--- config.mk ---
export PLATFORM = sky130hd
export DESIGN_NAME = imem_loader_flat
export DESIGN_NICKNAME = d
export VERILOG_FILES = /design/src/rtl/imem_loader_if.sv /design/src/rtl/imem_loader.sv /design/src/flat_wrapper.sv
export SDC_FILE = /design/constraint.sdc
export NUM_CORES = 1
export LEC_CHECK = 0
export ABC_AREA = 1
export CAP_MARGIN = 20
export CORE_ASPECT_RATIO = 1.4
export CORE_MARGIN = 5
export CORE_UTILIZATION = 35
export CTS_CLUSTER_DIAMETER = 100
export DETAILED_ROUTE_END_ITERATION = 10
export GPL_ROUTABILITY_DRIVEN = 0
export HOLD_SLACK_MARGIN = 0.12
export PLACE_DENSITY_LB_ADDON = 0.08
export SKIP_CTS_REPAIR_TIMING = 1
export SYNTH_ARGS = -nofsm -noshare
export SYNTH_HDL_FRONTEND = slang
export SYNTH_SLANG_ARGS = --single-unit
--- constraint.sdc ---
create_clock -name clk -period 4.19 [get_ports clk]
set_clock_uncertainty 0.2 [all_clocks]
set_input_delay 1.257 -clock clk [delete_from_list [all_inputs] [get_ports clk]]
set_output_delay 1.257 -clock clk [all_outputs]
set_load 0.02 [all_outputs]
--- src/rtl/imem_loader_if.sv ---
// imem_loader_if
//   Groups the loader's two buses:
//     - the byte stream from the external source (valid/ready handshake)
//     - the instruction-memory write port driven by the loader
//   Ports (as seen from the loader, modport slave):
//     byte_valid  in   1   byte_data is valid this cycle
//     byte_data   in   8   stream byte
//     byte_ready  out  1   loader accepts a byte this cycle
//     wr_en       out  1   one-cycle instruction-memory write strobe
//     wr_addr     out  32  byte address of the write (word aligned)
//     wr_data     out  32  assembled instruction word
//   modport master is the opposite side: the byte source and memory observer.

interface imem_loader_if;
    logic        byte_valid;
    logic [7:0]  byte_data;
    logic        byte_ready;
    logic        wr_en;
    logic [31:0] wr_addr;
    logic [31:0] wr_data;

    modport master (
        output byte_valid,
        output byte_data,
        input  byte_ready,
        input  wr_en,
        input  wr_addr,
        input  wr_data
    );

    modport slave (
        input  byte_valid,
        input  byte_data,
        output byte_ready,
        output wr_en,
        output wr_addr,
        output wr_data
    );
endinterface

--- src/rtl/imem_loader.sv ---
// imem_loader
//   Boot-time program loader. Receives a byte stream (header byte N, then
//   4*N little-endian data bytes), assembles 32-bit words and writes them to
//   instruction memory from byte address 0 upward. The core is held in reset
//   until the whole image has been written.
//   Ports:
//     clk          in   system clock, rising edge
//     rst          in   asynchronous, active-high reset
//     i_start      in   begin a load (honoured in IDLE, DONE, ERR only)
//     bus          slave side of imem_loader_if (byte stream + write port)
//     o_core_hold  out  high while the core must be held in reset
//     o_busy       out  high while a load is in progress (HDR/DATA/WRITE)
//     o_done       out  image loaded, core released
//     o_err        out  header rejected (N == 0 or N > NUM_INSTR)
//   NUM_INSTR must not exceed 255, since the header is a single byte.

module imem_loader #(
    parameter int NUM_INSTR = 32
) (
    input  logic         clk,
    input  logic         rst,
    input  logic         i_start,
    imem_loader_if.slave bus,
    output logic         o_core_hold,
    output logic         o_busy,
    output logic         o_done,
    output logic         o_err
);

    // Counter width large enough to hold the value NUM_INSTR itself.
    localparam int CW = $clog2(NUM_INSTR + 1);

    localparam logic [2:0] S_IDLE  = 3'd0;
    localparam logic [2:0] S_HDR   = 3'd1;
    localparam logic [2:0] S_DATA  = 3'd2;
    localparam logic [2:0] S_WRITE = 3'd3;
    localparam logic [2:0] S_DONE  = 3'd4;
    localparam logic [2:0] S_ERR   = 3'd5;

    logic [2:0]    r_state;
    logic [CW-1:0] r_count_n;    // latched word count N
    logic [CW-1:0] r_word_cnt;   // words written so far
    logic [1:0]    r_byte_cnt;   // byte lane within the current word
    logic [23:0]   r_asm;        // lower three bytes of the word being built
    logic [31:0]   r_wr_addr;
    logic [31:0]   r_wr_data;

    logic          w_byte_ready;
    logic          w_hdr_bad;
    logic [CW-1:0] w_word_cnt_inc;

    // byte_ready is a pure state decode, so there is no path from
    // byte_valid back to byte_ready.
    assign w_byte_ready   = (r_state == S_HDR) || (r_state == S_DATA);
    assign w_hdr_bad      = (bus.byte_data == 8'd0) ||
                            ({24'd0, bus.byte_data} > 32'(NUM_INSTR));
    assign w_word_cnt_inc = r_word_cnt + CW'(1);

    always_ff @(posedge clk or posedge rst) begin
        if (rst) begin
            r_state    <= S_IDLE;
            r_count_n  <= '0;
            r_word_cnt <= '0;
            r_byte_cnt <= '0;
            r_asm      <= '0;
            r_wr_addr  <= '0;
            r_wr_data  <= '0;
        end else begin
            case (r_state)
                S_IDLE, S_DONE, S_ERR: begin
                    if (i_start) begin
                        r_state <= S_HDR;
                    end
                end

                // byte_ready is high in HDR and DATA, so byte_valid alone
                // marks a transfer in these states.
                S_HDR: begin
                    if (bus.byte_valid) begin
                        if (w_hdr_bad) begin
                            r_state <= S_ERR;
                        end else begin
                            r_count_n  <= bus.byte_data[CW-1:0];
                            r_word_cnt <= '0;
                            r_byte_cnt <= '0;
                            r_state    <= S_DATA;
                        end
                    end
                end

                S_DATA: begin
                    if (bus.byte_valid) begin
                        r_byte_cnt <= r_byte_cnt + 2'd1;
                        case (r_byte_cnt)
                            2'd0: r_asm[7:0]   <= bus.byte_data;
                            2'd1: r_asm[15:8]  <= bus.byte_data;
                            2'd2: r_asm[23:16] <= bus.byte_data;
                            default: begin
                                // Final byte goes straight into the write
                                // register, so the word is presented in
                                // the WRITE cycle and then held.
                                r_wr_data <= {bus.byte_data, r_asm};
                                r_wr_addr <= 32'(r_word_cnt) << 2;
                                r_state   <= S_WRITE;
                            end
                        endcase
                    end
                end

                S_WRITE: begin
                    r_word_cnt <= w_word_cnt_inc;
                    r_state    <= (w_word_cnt_inc == r_count_n) ? S_DONE : S_DATA;
                end

                default: r_state <= S_IDLE;
            endcase
        end
    end

    assign bus.byte_ready = w_byte_ready;
    assign bus.wr_en      = (r_state == S_WRITE);
    assign bus.wr_addr    = r_wr_addr;
    assign bus.wr_data    = r_wr_data;

    assign o_core_hold = (r_state != S_DONE);
    assign o_busy      = (r_state == S_HDR) || (r_state == S_DATA) || (r_state == S_WRITE);
    assign o_done      = (r_state == S_DONE);
    assign o_err       = (r_state == S_ERR);

endmodule

--- src/flat_wrapper.sv ---
// flat-port wrapper written by rule: the top's interface ports become plain ports
module imem_loader_flat 
#(
    parameter int NUM_INSTR = 32
)
  (clk, rst, i_start, o_core_hold, o_busy, o_done, o_err, bus_byte_valid, bus_byte_data, bus_byte_ready, bus_wr_en, bus_wr_addr, bus_wr_data);
  imem_loader_if bus_i ();
  input  logic clk;
  input  logic rst;
  input  logic i_start;
  output logic o_core_hold;
  output logic o_busy;
  output logic o_done;
  output logic o_err;
  input wire logic [$bits(bus_i.byte_valid)-1:0] bus_byte_valid;
  input wire logic [$bits(bus_i.byte_data)-1:0] bus_byte_data;
  output wire logic [$bits(bus_i.byte_ready)-1:0] bus_byte_ready;
  output wire logic [$bits(bus_i.wr_en)-1:0] bus_wr_en;
  output wire logic [$bits(bus_i.wr_addr)-1:0] bus_wr_addr;
  output wire logic [$bits(bus_i.wr_data)-1:0] bus_wr_data;
  assign bus_i.byte_valid = bus_byte_valid;
  assign bus_i.byte_data = bus_byte_data;
  assign bus_byte_ready = bus_i.byte_ready;
  assign bus_wr_en = bus_i.wr_en;
  assign bus_wr_addr = bus_i.wr_addr;
  assign bus_wr_data = bus_i.wr_data;
  imem_loader #(.NUM_INSTR(NUM_INSTR)) u_core (.clk(clk), .rst(rst), .i_start(i_start), .bus(bus_i), .o_core_hold(o_core_hold), .o_busy(o_busy), .o_done(o_done), .o_err(o_err));
endmodule
==> impl_results.md, run 1 <==
* Unrepaired setup endpoints after global routing: false
* Max Freq at between 200 and 300 MHz
* Nets at 455
* Initial Utilization at a little over a third
* CP startpoint: u_core.r_state[2]
* Required time worst endpoint at 2730 ps
* CP Buf/Inv Count at 3
* Share of layout cells above drive strength 1 at 11.1%
* End point of the critical path: o_busy
* Slowest CP cell: clkdlybuf4s50_1
* Detailed placement HPWL at 5840 µm
* Worst-path fanout max at 11
* Sw power at about 800 µW
* R2R Setup Slk at 2120 ps
* CP startpoint kind: flop
* Sequential power share at a little over 40%
* Detailed Route Iter0 Violations at 95
* Sink Count at 79
* HP Class: flop to flop
* Top delay family on crit path: buffers and inverters
* Place WS at roughly 790 ps
* Design internal power at 1.72 mW
* Top Ports at approximately 80
* Utilization after layout at between 40% and 50%
* Initial DRT Pass Iterations at 4
* Chip height at 132 µm
* P&R area growth vs syn at 24.7%
* Wirelength, routed at 8020 µm
* Core box area at 0.0104 mm²
* Switching share of power at 31.8%
* Combinational power share at 23.1%
* Post-Route Setup TNS at 0 ps
* Worst R2R Start: u_core.r_state[1]
* Arrival time at the worst endpoint at 2280 ps
* H-Tree Depth at 3
* Std cell rows at 44
* Hold Vio Cnt, Final at 0
* Crit path cell chain: nor2_1 > inv_1 > nor2_2 > inv_1 > nand2_1 > clkdlybuf4s50_1
* Register area share after synthesis at 53.0%
* # diodes at 0
* Largest net degree at the start of global routing at 80
* Capturing element type of the critical path: output pin
* Max_cap viols at 0
* I/O Buffers at 55
* # setup viols final at 0
* GRT Util Overall at 12.9%
* Slew Limit Fails at 0
* Filler cell count at approximately 1000
* FF+latch count, synth at 79
* Status: finished clean
* Critical Path Stages at 6
* Largest stage delay, worst path at 600 ps
* Post-synthesis cell count at 384
* Crit share post-route at 89.3%
* CTS tree: yes
* Setup ws final at about 450 ps
* Hold wc startpoint: u_core.r_asm[15]
* Synth warn at 0
* Die width at between 90 and 100 µm
* Leak at 2.36 nW
* FF-to-FF End: u_core.bus.wr_addr[3]
* Post-DR vias/cell at between 4 and 5
* Post-Syn Area at 0.00373 mm²
* Power density over the cells at 543 mW/mm²
* Clock group share of total power at 36.3%
* Via count at 2577
* Initial antenna violation count at 0
* Slew margin rel. at approximately half
* Placed cell count at about 570
* Synth Area per Inst at 9.71 µm²
* DRC Markers at 0
* Number of global-route vias before repair at 2542
* Max clock buf depth at 2
* Maximum VDD drop at roughly 260 µV
* Clock-pin slew on the worst setup and hold paths at 60 ps
* Setup CP Type: flop to output pin
* Finished Layout Cells at about 580
* Total gr overflow at 0
* Final ANT Viol Nets at 0
* Wire per inst at ~14 µm
* Reg2Reg Depth at 6
* Global-route wire length before repair at 13200 µm
* Cell repeated most along the worst path: inv_1
* Synth unique cells at 25
* Slew at the pin closest to its max-slew limit at 727 ps
* CTS Buf Count at 9
* Die area at about 0.013 mm²
* Tmin final at 3740 ps
* Root Buffer: clkbuf_16
* Worst skew pair latency at roughly 330 ps
-- state kept, by name, summed over array words and instances, names as in the netlist --
signal / flops
u_core.bus.wr_data: 32
u_core.r_asm: 24
u_core.bus.wr_addr: 6
u_core.r_byte_cnt: 2
u_core.r_count_n: 6
u_core.r_state: 3
u_core.r_word_cnt: 6
-- power groups by stage --
stage	Sequential, mW	Combinational [mW]	Clock [mW]
after global placement	1.04	0.580	0
after floorplan	0.986	0.468	0
after detailed placement	1.04	0.590	0
after CTS	1.03	0.592	0.939
after global routing	1.05	0.682	0.971
final	1.02	0.584	0.917
-- logic make-up after synthesis --
family | synth area share, %
muxes | 9.96
buffers and inverters | 11.2
and+or+nand+nor | 17.0
adders and majority gates | 1.68
other | 0.101
AOI/OAI and AO/OA | 7.01
DFF | 53.0
-- worst reg2reg max path: stages (launching register included) --
cell	delay [ps]
dfrtp_1	440
inv_2	130
nor2_4	50
nand2_4	110
nor2_8	60
nand2_4	520
mux2_2	460
-- area by class of cell --
type                            instances  area (µm²)  area share, %
Clock buffer                           10         239           5.14
Sequential cell                        79        1980           42.5
Tap cell                              138         173           3.71
Inverter                               39         146           3.15
Timing Repair Buffer                   56         571           12.3
Clock inverter                          6         115           2.48
Multi-Input combinational cell        253        1430           30.7
-- metrics by stage --
stage / total power, mW / area [µm²] / hold WS (ps)
final: 2.52 / 4650 / 286
after global routing: 2.70 / 4650 / 309
after CTS: 2.56 / 4650 / 291
after detailed placement: 1.63 / 4300 / 275
after global placement: 1.62 / 4300 / 268
after floorplan: 1.45 / 3820 / 253
-- cell usage in the layout, fill, tap and decap left out, drive strengths merged --
| cell | instances |
|---|---|
| o21ai | 48 |
| inv | 41 |
| nand4 | 4 |
| dfrtp | 79 |
| o21bai | 1 |
| conb | 26 |
| clkdlybuf4s50 | 55 |
| nor3 | 2 |
| clkbuf | 10 |
| buf | 1 |
| nand2 | 99 |
| mux2 | 25 |
| o221ai | 1 |
| a21oi | 1 |
| ha | 5 |
| bufinv | 3 |
| nand3 | 27 |
| clkinvlp | 1 |
| nor2 | 14 |
-- synthesized netlist by cell type --
cell / number / share of area [%]
a21oi_1: 1 / 0.13
buf_2: 7 / 0.94
buf_4: 26 / 5.2
buf_6: 3 / 0.91
clkbuf_1: 2 / 0.20
conb_1: 1 / 0.10
dfrtp_1: 79 / 53
ha_1: 5 / 1.7
inv_1: 38 / 3.8
inv_2: 1 / 0.10
mux2_2: 1 / 0.30
mux2_4: 24 / 9.7
nand2_1: 97 / 9.8
nand2_4: 2 / 0.60
nand3_1: 27 / 3.6
nand4_1: 4 / 0.67
nor2_1: 11 / 1.1
nor2_2: 1 / 0.17
nor2_4: 1 / 0.30
nor2_8: 1 / 0.54
nor3_1: 2 / 0.27
o21ai_0: 46 / 6.2
o21ai_1: 2 / 0.27
o21bai_1: 1 / 0.20
o221ai_1: 1 / 0.23
-- worst min path at each step --
| stage | cells past startpoint | end | slack [ps] |
|---|---|---|---|
| final | 2 | u_core.r_asm[15] | 290 |
| after global routing | 2 | u_core.bus.wr_data[24] | 310 |
| after CTS | 2 | u_core.r_asm[17] | 290 |
| after detailed placement | 2 | u_core.r_asm[17] | 280 |
| after global placement | 2 | u_core.r_asm[14] | 270 |
| after floorplan | 2 | u_core.r_asm[0] | 250 |
-- per-layer routing --
metal | vias up | wire length (µm) | track usage (%)
li1 | 1298 | - | -
met1 | 1210 | 3500 | 15.6
met2 | 56 | 4030 | 22.2
met3 | 13 | 322 | 2.49
met4 | 0 | 174 | 5.93
met5 | - | 0 | 0
(Power assumes the default switching activity.)
==> run 2, diff against run 1 <==
CORE_MARGIN = 1   (was 5)
CTS_CLUSTER_DIAMETER = 30   (was 100)
==> impl_results.md, run 2 (synthesis results as in run 1) <==
* Std cell rows at 44 (unchanged)
* Number of global-route vias before repair at 2425 (-4.6%)
* Leak at 2.35 nW (-0.26%)
* Top Ports at 82 (unchanged)
* Placed Area at 0.00430 mm² (+0.17%)
* Required time worst endpoint at 2730 ps (about the same)
* CTS tree: yes
* Total gr overflow at 0 (unchanged)
* Hold Vio Cnt, Final at 0 (unchanged)
* Design area at 0.00464 mm² (-0.30%)
* CTS Buf Count at 9 (unchanged)
* # diodes at 0 (unchanged)
* Die area at 0.0111 mm² (-14%)
* Utilization after layout at 44.8% (+0.10 points)
* Slew Limit Fails at 0 (unchanged)
* Root Buffer: clkbuf_16
* Via count at 2534 (-1.7%)
* Filler cell count at 1089 (+7.6%)
* Maximum VDD drop at 251 µV (-5.0%)
* Post-Route Setup TNS at 0 ps (unchanged)
* Unrepaired setup endpoints after global routing: false
* Post-DR vias/cell at 4.35 (-1.8%)
* Nets at 456 (+0.22%)
* # setup viols final at 0 (unchanged)
* Arrival time at the worst endpoint at 2260 ps (-20 ps)
* Core box area at 0.0103 mm² (-0.53%)
* Die width at 89.2 µm (-8.2%)
* GRT Util Overall at 15.4% (+2.5 points)
* Status: finished clean
* Placed cell count at 566 (+0.18%)
* Finished Layout Cells at 582 (+0.17%)
* Wire per inst at 13.3 µm (-3.7%)
* Final ANT Viol Nets at 0 (unchanged)
* Sequential power share at 41.7% (+1.2 points)
* Global-route wire length before repair at 12400 µm (-6.2%)
* DRC Markers at 0 (unchanged)
* I/O Buffers at 55 (unchanged)
* Detailed Route Iter0 Violations at 123 (+29%)
* Commonest cells after routing, fill and taps aside: 97 x nand2_1, 79 x dfrtp_1, 55 x clkdlybuf4s50_1
* Combinational power share at 23.3% (+0.2 points)
* Initial antenna violation count at 0 (unchanged)
* Max Freq at 269 MHz (+0.79%)
* Slew margin rel. at 52.4% (+0.83 points)
* Share of layout cells above drive strength 1 at 11.3% (+0.20 points)
* P&R area growth vs syn at 24.3%
* Largest net degree at the start of global routing at 52 (-35%)
* Worst-path fanout max at 11 (unchanged)
* Wirelength, routed at 7740 µm (-3.5%)
* Slew at the pin closest to its max-slew limit at 715 ps (-12.4 ps)
* Initial Utilization at 36.0% (+0.19 points)
* Largest register FFs at 32 (unchanged)
* Clock group share of total power at 34.9% (-1.4 points)
* Setup CP Type: flop to output pin
* Switching share of power at 32.4% (+0.51 points)
* Power density over the cells at 529 mW/mm² (-2.5%)
* Clock-pin slew on the worst setup and hold paths at 60 ps (about the same)
* H-Tree Depth at 3 (unchanged)
* Sw power at 794 µW (-1.2%)
* CP startpoint kind: flop
* Capturing element type of the critical path: output pin
* Tmin final at 3710 ps (-29.2 ps)
* Max clock buf depth at 2 (unchanged)
* Sink Count at 79 (unchanged)
* HP Class: flop to flop
* Chip height at 124 µm (-6.1%)
* Initial DRT Pass Iterations at 4 (unchanged)
* Worst skew pair latency at 330 ps (about the same)
* Detailed placement HPWL at 5680 µm (-2.7%)
* Crit share post-route at 88.6% (-0.70 points)
* Design internal power at 1.66 mW (-3.5%)
* Max_cap viols at 0 (unchanged)
* Commonest non-fill, non-tap cell in the layout: nand2_1
## run 2: changes by cell type in the layout (fill, tap and decap cells not counted), sizes merged
cell,change
clkinv,+3
bufinv,-1
buf,+1
inv,-2
## run 2: power by group through the flow
stage	clock network [mW]	logic (mW)	registers [mW]
final	0.857	0.573	1.02
after floorplan	0	0.468	0.986
after global routing	0.910	0.668	1.04
after global placement	0	0.576	1.03
after CTS	0.878	0.583	1.03
after detailed placement	0	0.581	1.04
## run 2: through the flow
step | worst slack, ps | hold WS, ps | power [mW]
after global placement | 781 | 266 | 1.61
after detailed placement | 803 | 273 | 1.62
after floorplan | 710 | 253 | 1.45
final | 477 | 282 | 2.45
after CTS | 443 | 288 | 2.49
after global routing | 248 | 314 | 2.62
## run 2: layer usage
layer | GRT usage, % | share of wire (%) | routed length [µm] | vias up
met3 | 2.65 | 3.7 | 289 | 9
met4 | 7.14 | 1.7 | 133 | 0
met1 | 19.5 | 44 | 3430 | 1179
met5 | 0 | 0 | 0 | -
met2 | 25.4 | 50 | 3880 | 55
li1 | - | - | - | 1291
## run 2: layout make-up
cell class	instances	area, µm²	area share [%]
clock buffers	10	239	5.16
clock inverters	6	93.8	2.02
multi-input cells	253	1430	30.8
inverters	39	146	3.16
repair buffers	57	578	12.5
well taps	138	173	3.72
flip-flops and latches	79	1980	42.6
## run 2: worst paths after layout
check | start | end | slack [ps] | cells after the start
max reg2reg | u_core.r_state[1] | u_core.bus.wr_addr[3] | 2150 | 6
max in group asynchronous | rst | u_core.bus.wr_data[29] | 2020 | 3
min reg2reg | u_core.r_asm[0] | u_core.r_asm[0] | 280 | 2
min in group asynchronous | rst | u_core.bus.wr_data[24] | 1140 | 2
max | u_core.r_state[0] | o_busy | 480 | 7
min | u_core.r_asm[0] | u_core.r_asm[0] | 280 | 2
## run 2: critical path, stage by stage (launching register included)
cell,delay (ps)
dfrtp_1,370
inv_1,100
nor2_1,190
inv_1,90
nor2_2,240
inv_1,220
nand2_1,110
clkdlybuf4s50_1,600
==> RTL edit 1: new RTL, config.mk and constraints of run 1 <==
Register the output `o_err`; this adds one clock of latency there. The other outputs are not delayed to match.
--- a/src/rtl/imem_loader.sv
+++ b/src/rtl/imem_loader.sv
@@ -125,7 +125,9 @@
     assign o_core_hold = (r_state != S_DONE);
     assign o_busy      = (r_state == S_HDR) || (r_state == S_DATA) || (r_state == S_WRITE);
     assign o_done      = (r_state == S_DONE);
-    assign o_err       = (r_state == S_ERR);
+    always_ff @(posedge clk) begin
+        o_err <= (r_state == S_ERR);
+    end
 
 endmodule
 
Behaviour: not the same (Yosys sat finds a counterexample within 4 cycles, from zero or initial values and one cycle with rst high).
==> RTL edit 1 against run 1 <==
  * Final area decreased by 0.59%
  * Highest routed layer unchanged
  * Non-clock buffer count increased by 2
  * Count of clock-buffer cells in the layout decreased by 1
  * Setup slack improved by 0.31 ns
  * Sequential cell count increased by 1
  * Synthesized cell count unchanged
  * Routed wire length increased by 0.55%
  * Power increased by 10%
  * Critical path depth decreased by 2
  * Largest power group unchanged
  * Largest cell class unchanged
  * Synthesized area decreased by 0.13%
==> RTL edit 1: results (changes against run 1) <==
.. list-table::
   :header-rows: 1

   * - Metric
     - Value
   * - Dominant cells by area after synthesis
     - sky130_fd_sc_hd__dfrtp_1 (53%), sky130_fd_sc_hd__nand2_1 (10%), sky130_fd_sc_hd__mux2_4 (9.7%) (was sky130_fd_sc_hd__dfrtp_1 (53%), sky130_fd_sc_hd__nand2_1 (9.8%), sky130_fd_sc_hd__mux2_4 (9.7%))
   * - Proportion of layout cells with a drive suffix above 1
     - 11.2% (was 11.1%)
   * - Share of the yosys chip area belonging to registers
     - 53.6% (was 53.0%)
   * - First-pass iteration count of the detailed router
     - 4 (unchanged)
   * - GRT met2 Usage
     - 21.3% (was 22.2%)
   * - Count of synthesis-stage warnings from yosys
     - 0 (unchanged)
   * - Non-filler instance count after layout
     - 584 (was 581)
   * - GR Layer Usage met3
     - 2.86% (was 2.49%)
   * - First-pass GRT wire length
     - 13,300 um (was 13,200 um)
   * - Arrival time of the worst setup path
     - 1.98 ns (was 2.28 ns)
   * - Maximum number of pins on one net before global-route repair
     - 48 (was 80)
   * - Status
     - finished, final reports clean (unchanged)
   * - Detailed router's first-iteration violation count
     - 81 (was 95)
   * - Post-route cell area
     - 4620 um^2 (was 4650 um^2)
   * - Post-DP HPWL
     - 5880 um (was 5840 um)
   * - Worst slew pin tran
     - 0.733 ns (was 0.727 ns)
   * - Total via count after detailed routing
     - 2,589 (was 2,577)
   * - Static leakage
     - 2.33 nW (was 2.36 nW)
   * - Highest net fanout along the worst path
     - 7 (was 11)
   * - Sum of routed wire segments on met1
     - 3570 um (was 3500 um)
   * - Final Routed Wirelength
     - 8070 um (was 8020 um)
   * - Maximum ir drop on the vdd rail
     - 0.000259 V (was 0.000264 V)
   * - Fill cell count
     - 1,008 (was 1,012)
   * - Fraction of registers with async set or reset after synthesis
     - 98.8% (was 100%)
   * - Total routing resource utilization after global routing
     - 13.1% (was 12.9%)
   * - Net count of the finished layout
     - 458 (was 455)
   * - Post-placement worst setup slack
     - 0.809 ns (was 0.795 ns)
   * - Placed instance area
     - 4290 um^2 (was 4300 um^2)
   * - Number of placed instances, taps included
     - 568 (was 565)
   * - Met2 routed wirelength
     - 3850 um (was 4030 um)
   * - Met3 layer wire length in the routed design
     - 391 um (was 322 um)
   * - Met1 track demand over resource in global routing
     - 15.9% (was 15.6%)
==> RTL edit 1: worst paths after layout <==
check / start / to / slack [ns] / cells after the start
setup / recovery: u_core.r_state[2] / bus_wr_en / 0.76 / 4
min in group asynchronous: rst / u_core.r_count_n[5] / 1.12 / 2
setup reg to reg: u_core.r_state[2] / u_core.bus.wr_addr[4] / 1.94 / 7
max in group asynchronous: rst / u_core.bus.wr_data[19] / 1.91 / 3
hold reg to reg: u_core.r_asm[10] / u_core.r_asm[10] / 0.28 / 2
hold / removal: u_core.r_asm[10] / u_core.r_asm[10] / 0.28 / 2
==> RTL edit 1: cell families (layout without fill, tap and decap cells) <==
logic type / count (synthesis) / after routing / share of synthesized area [%]
flip-flops: 80 / 80 / 53.6
AO/OA/AOI/OAI: 51 / 51 / 6.95
multiplexers: 25 / 25 / 9.98
AND/OR/NAND/NOR: 147 / 147 / 16.5
other: 1 / 26 / 0.101
buffers and inverters: 75 / 112 / 11.2
adder cells (fa/ha/maj): 5 / 5 / 1.68
==> RTL edit 1: layout make-up <==
cell class              count  area share, %
clock inverters             7           2.25
clock buffers               9           4.87
inverters                  38           3.11
repair buffers             58           12.4
multi-input cells         254           30.4
well taps                 138           3.74
flip-flops and latches     80           43.2
==> RTL edit 1: critical path, stage by stage (launching register included) <==
cell and delay (ns):
sky130_fd_sc_hd__dfrtp_1 0.46, sky130_fd_sc_hd__nor2_2 0.16, sky130_fd_sc_hd__nand2_1 0.17, sky130_fd_sc_hd__inv_1 0.21, sky130_fd_sc_hd__clkdlybuf4s50_1 0.64
==> RTL edit 1: power breakdown <==
part | internal, mW | total, mW | switching [mW]
clock | 0.529 | 0.854 | 0.325
combinational | 0.333 | 0.816 | 0.483
sequential | 0.967 | 1.11 | 0.143
==> RTL edit 2: new RTL, settings of run 1 <==
Made on the original files. `NUM_INSTR` is set to 32 in 2 places; all go to 64.
--- a/src/rtl/imem_loader.sv
+++ b/src/rtl/imem_loader.sv
@@ -15,7 +15,7 @@
 //   NUM_INSTR must not exceed 255, since the header is a single byte.
 
 module imem_loader #(
-    parameter int NUM_INSTR = 32
+    parameter int NUM_INSTR = 64
 ) (
     input  logic         clk,
     input  logic         rst,
--- a/src/flat_wrapper.sv
+++ b/src/flat_wrapper.sv
@@ -1,7 +1,7 @@
 // flat-port wrapper written by rule: the top's interface ports become plain ports
 module imem_loader_flat 
 #(
-    parameter int NUM_INSTR = 32
+    parameter int NUM_INSTR = 64
 )
   (clk, rst, i_start, o_core_hold, o_busy, o_done, o_err, bus_byte_valid, bus_byte_data, bus_byte_ready, bus_wr_en, bus_wr_addr, bus_wr_data);
   imem_loader_if bus_i ();
Function: changed (Yosys sat finds a counterexample within 4 cycles, from zero or initial values and one cycle with rst high).
==> RTL edit 2 against run 1 <==
  * Fmax up 5.3%
  * Power up 12%
  * Count of clock-buffer cells in the layout up 1
  * Synthesized area up 1.6%
  * Setup slack better by 0.19 ns
  * First-iteration DRC count up 11%
  * Die area up 1.5%
  * Routed wire length up 2.7%
  * Final area up 1.0%
  * Utilization down 1.0 points
  * Sequential cell count up 3
  * Largest power group unchanged
  * Clock power down 13%
==> RTL edit 2: results (changes against run 1) <==
.. list-table::
   :header-rows: 1

   * - Metric
     - Value
   * - Status
     - finished, final reports clean (unchanged)
   * - Detailed router's first-iteration violation count
     - 105 (was 95)
   * - Maximum ir drop on the vdd rail
     - 0.000260 V (was 0.000264 V)
   * - Final number of hold-violating endpoints
     - 0 (unchanged)
   * - Post-DP HPWL
     - 5920 um (was 5840 um)
   * - Proportion of layout cells with a drive suffix above 1
     - 12.8% (was 11.1%)
   * - Static leakage
     - 2.32 nW (was 2.36 nW)
   * - Number of port buffers
     - 56 (was 55)
   * - Arrival time of the worst setup path
     - 2.10 ns (was 2.28 ns)
   * - Highest net fanout along the worst path
     - 10 (was 11)
   * - Worst slew pin tran
     - 0.717 ns (was 0.727 ns)
   * - Placed instance area
     - 4390 um^2 (was 4300 um^2)
   * - Period utilisation layout
     - 84.8% (was 89.3%)
   * - Dominant cells by area after synthesis
     - sky130_fd_sc_hd__dfrtp_1 (54%), sky130_fd_sc_hd__nand2_1 (10%), sky130_fd_sc_hd__mux2_4 (7.9%) (was sky130_fd_sc_hd__dfrtp_1 (53%), sky130_fd_sc_hd__nand2_1 (9.8%), sky130_fd_sc_hd__mux2_4 (9.7%))
   * - Net count of the finished layout
     - 460 (was 455)
   * - Worst Reg2Reg Path Length in Cells
     - 3 (was 6)
   * - Number of placed instances, taps included
     - 573 (was 565)
   * - H-Tree Depth
     - 3 (unchanged)
   * - R2r endpoint
     - u_core.bus.wr_data[20] (was u_core.bus.wr_addr[3])
   * - First-pass GRT wire length
     - 13,200 um (about the same)
   * - Worst r2r src
     - u_core.r_byte_cnt[0] (was u_core.r_state[1])
   * - Yosys cell types
     - 31 (was 25)
   * - Detailed-route wire length per cell
     - 14.0 um (was 13.8 um)
   * - Endpoint of the most critical setup path
     - bus_wr_en (was o_busy)
   * - Antenna violations before repair
     - 0 (unchanged)
   * - Maximum number of pins on one net before global-route repair
     - 55 (was 80)
   * - Post-placement worst setup slack
     - 0.920 ns (was 0.795 ns)
   * - Total via count after detailed routing
     - 2,593 (was 2,577)
   * - Share of the yosys chip area belonging to registers
     - 54.1% (was 53.0%)
   * - Non-filler instance count after layout
     - 588 (was 581)
-- RTL edit 2: cell count changes after synthesis, moves of 3 or more --
cell | before | now
sky130_fd_sc_hd__mux2_4 | 24 | 20
sky130_fd_sc_hd__nor2_2 | 1 | 4
sky130_fd_sc_hd__inv_1 | 38 | 30
sky130_fd_sc_hd__mux2_2 | 1 | 4
sky130_fd_sc_hd__buf_2 | 7 | 4
sky130_fd_sc_hd__dfrtp_1 | 79 | 82
sky130_fd_sc_hd__nand2_1 | 97 | 105
sky130_fd_sc_hd__o21ai_0 | 46 | 55
sky130_fd_sc_hd__nand3_1 | 27 | 15
sky130_fd_sc_hd__nand4_1 | 4 | 1
-- RTL edit 2: worst min-delay path by stage --
stage | from | to | slack (ns) | cells past startpoint
2_1_floorplan | u_core.r_asm[20] | u_core.r_asm[20] | 0.25 | 2
3_3_place_gp | u_core.r_asm[22] | u_core.r_asm[22] | 0.27 | 2
3_5_place_dp | u_core.r_asm[21] | u_core.r_asm[21] | 0.27 | 2
4_1_cts | u_core.r_asm[9] | u_core.r_asm[9] | 0.29 | 2
5_1_grt | u_core.r_asm[9] | u_core.r_asm[9] | 0.31 | 2
6_report | u_core.r_asm[20] | u_core.r_asm[20] | 0.28 | 2
-- RTL edit 2: final cells by class --
class                           count  area (um^2)
Fill cell                        1069         6060
Timing Repair Buffer               58          576
Clock buffer                       11          253
Sequential cell                    82         2050
Multi-Input combinational cell    259         1460
Tap cell                          141          176
Clock inverter                      4         51.3
Inverter                           33          125
-- RTL edit 2: worst max-delay path: stages, from the launching register on --
cell and delay [ns]:
sky130_fd_sc_hd__dfrtp_1 0.41, sky130_fd_sc_hd__nor2_1 0.20, sky130_fd_sc_hd__inv_1 0.11, sky130_fd_sc_hd__nor2_2 0.35, sky130_fd_sc_hd__clkdlybuf4s50_1 0.69
-- RTL edit 2: routing by layer --
metal,track usage (%),part of all wire [%]
met4,5.08,1.8
met3,3.09,3.5
met2,22.8,52
met1,15.5,42
met5,0,0
-- RTL edit 2: power breakdown --
part / internal, mW / switching, mW
clock: 0.491 / 0.307
combinational: 0.356 / 0.490
sequential: 1.02 / 0.154
total: 1.86 / 0.951
-- RTL edit 2: logic make-up after synthesis --
kind of cell,share of synthesized area (%)
simple gates,16.9
other cells,0.0989
compound gates,7.96
mux,9.11
flops,54.1
buf+inv,9.64
xor+xnor,0.462
fa+ha+maj,1.65
-- RTL edit 2: stage by stage --
stage          power, mW  hold WS (ns)  utilization [%]
3_5_place_dp        2.05         0.273             40.8
5_1_grt             3.02         0.310             43.7
6_report            2.82         0.282             43.7
2_1_floorplan       1.75         0.249                -
3_3_place_gp        2.03         0.267             40.8
4_1_cts             2.86         0.288             43.7
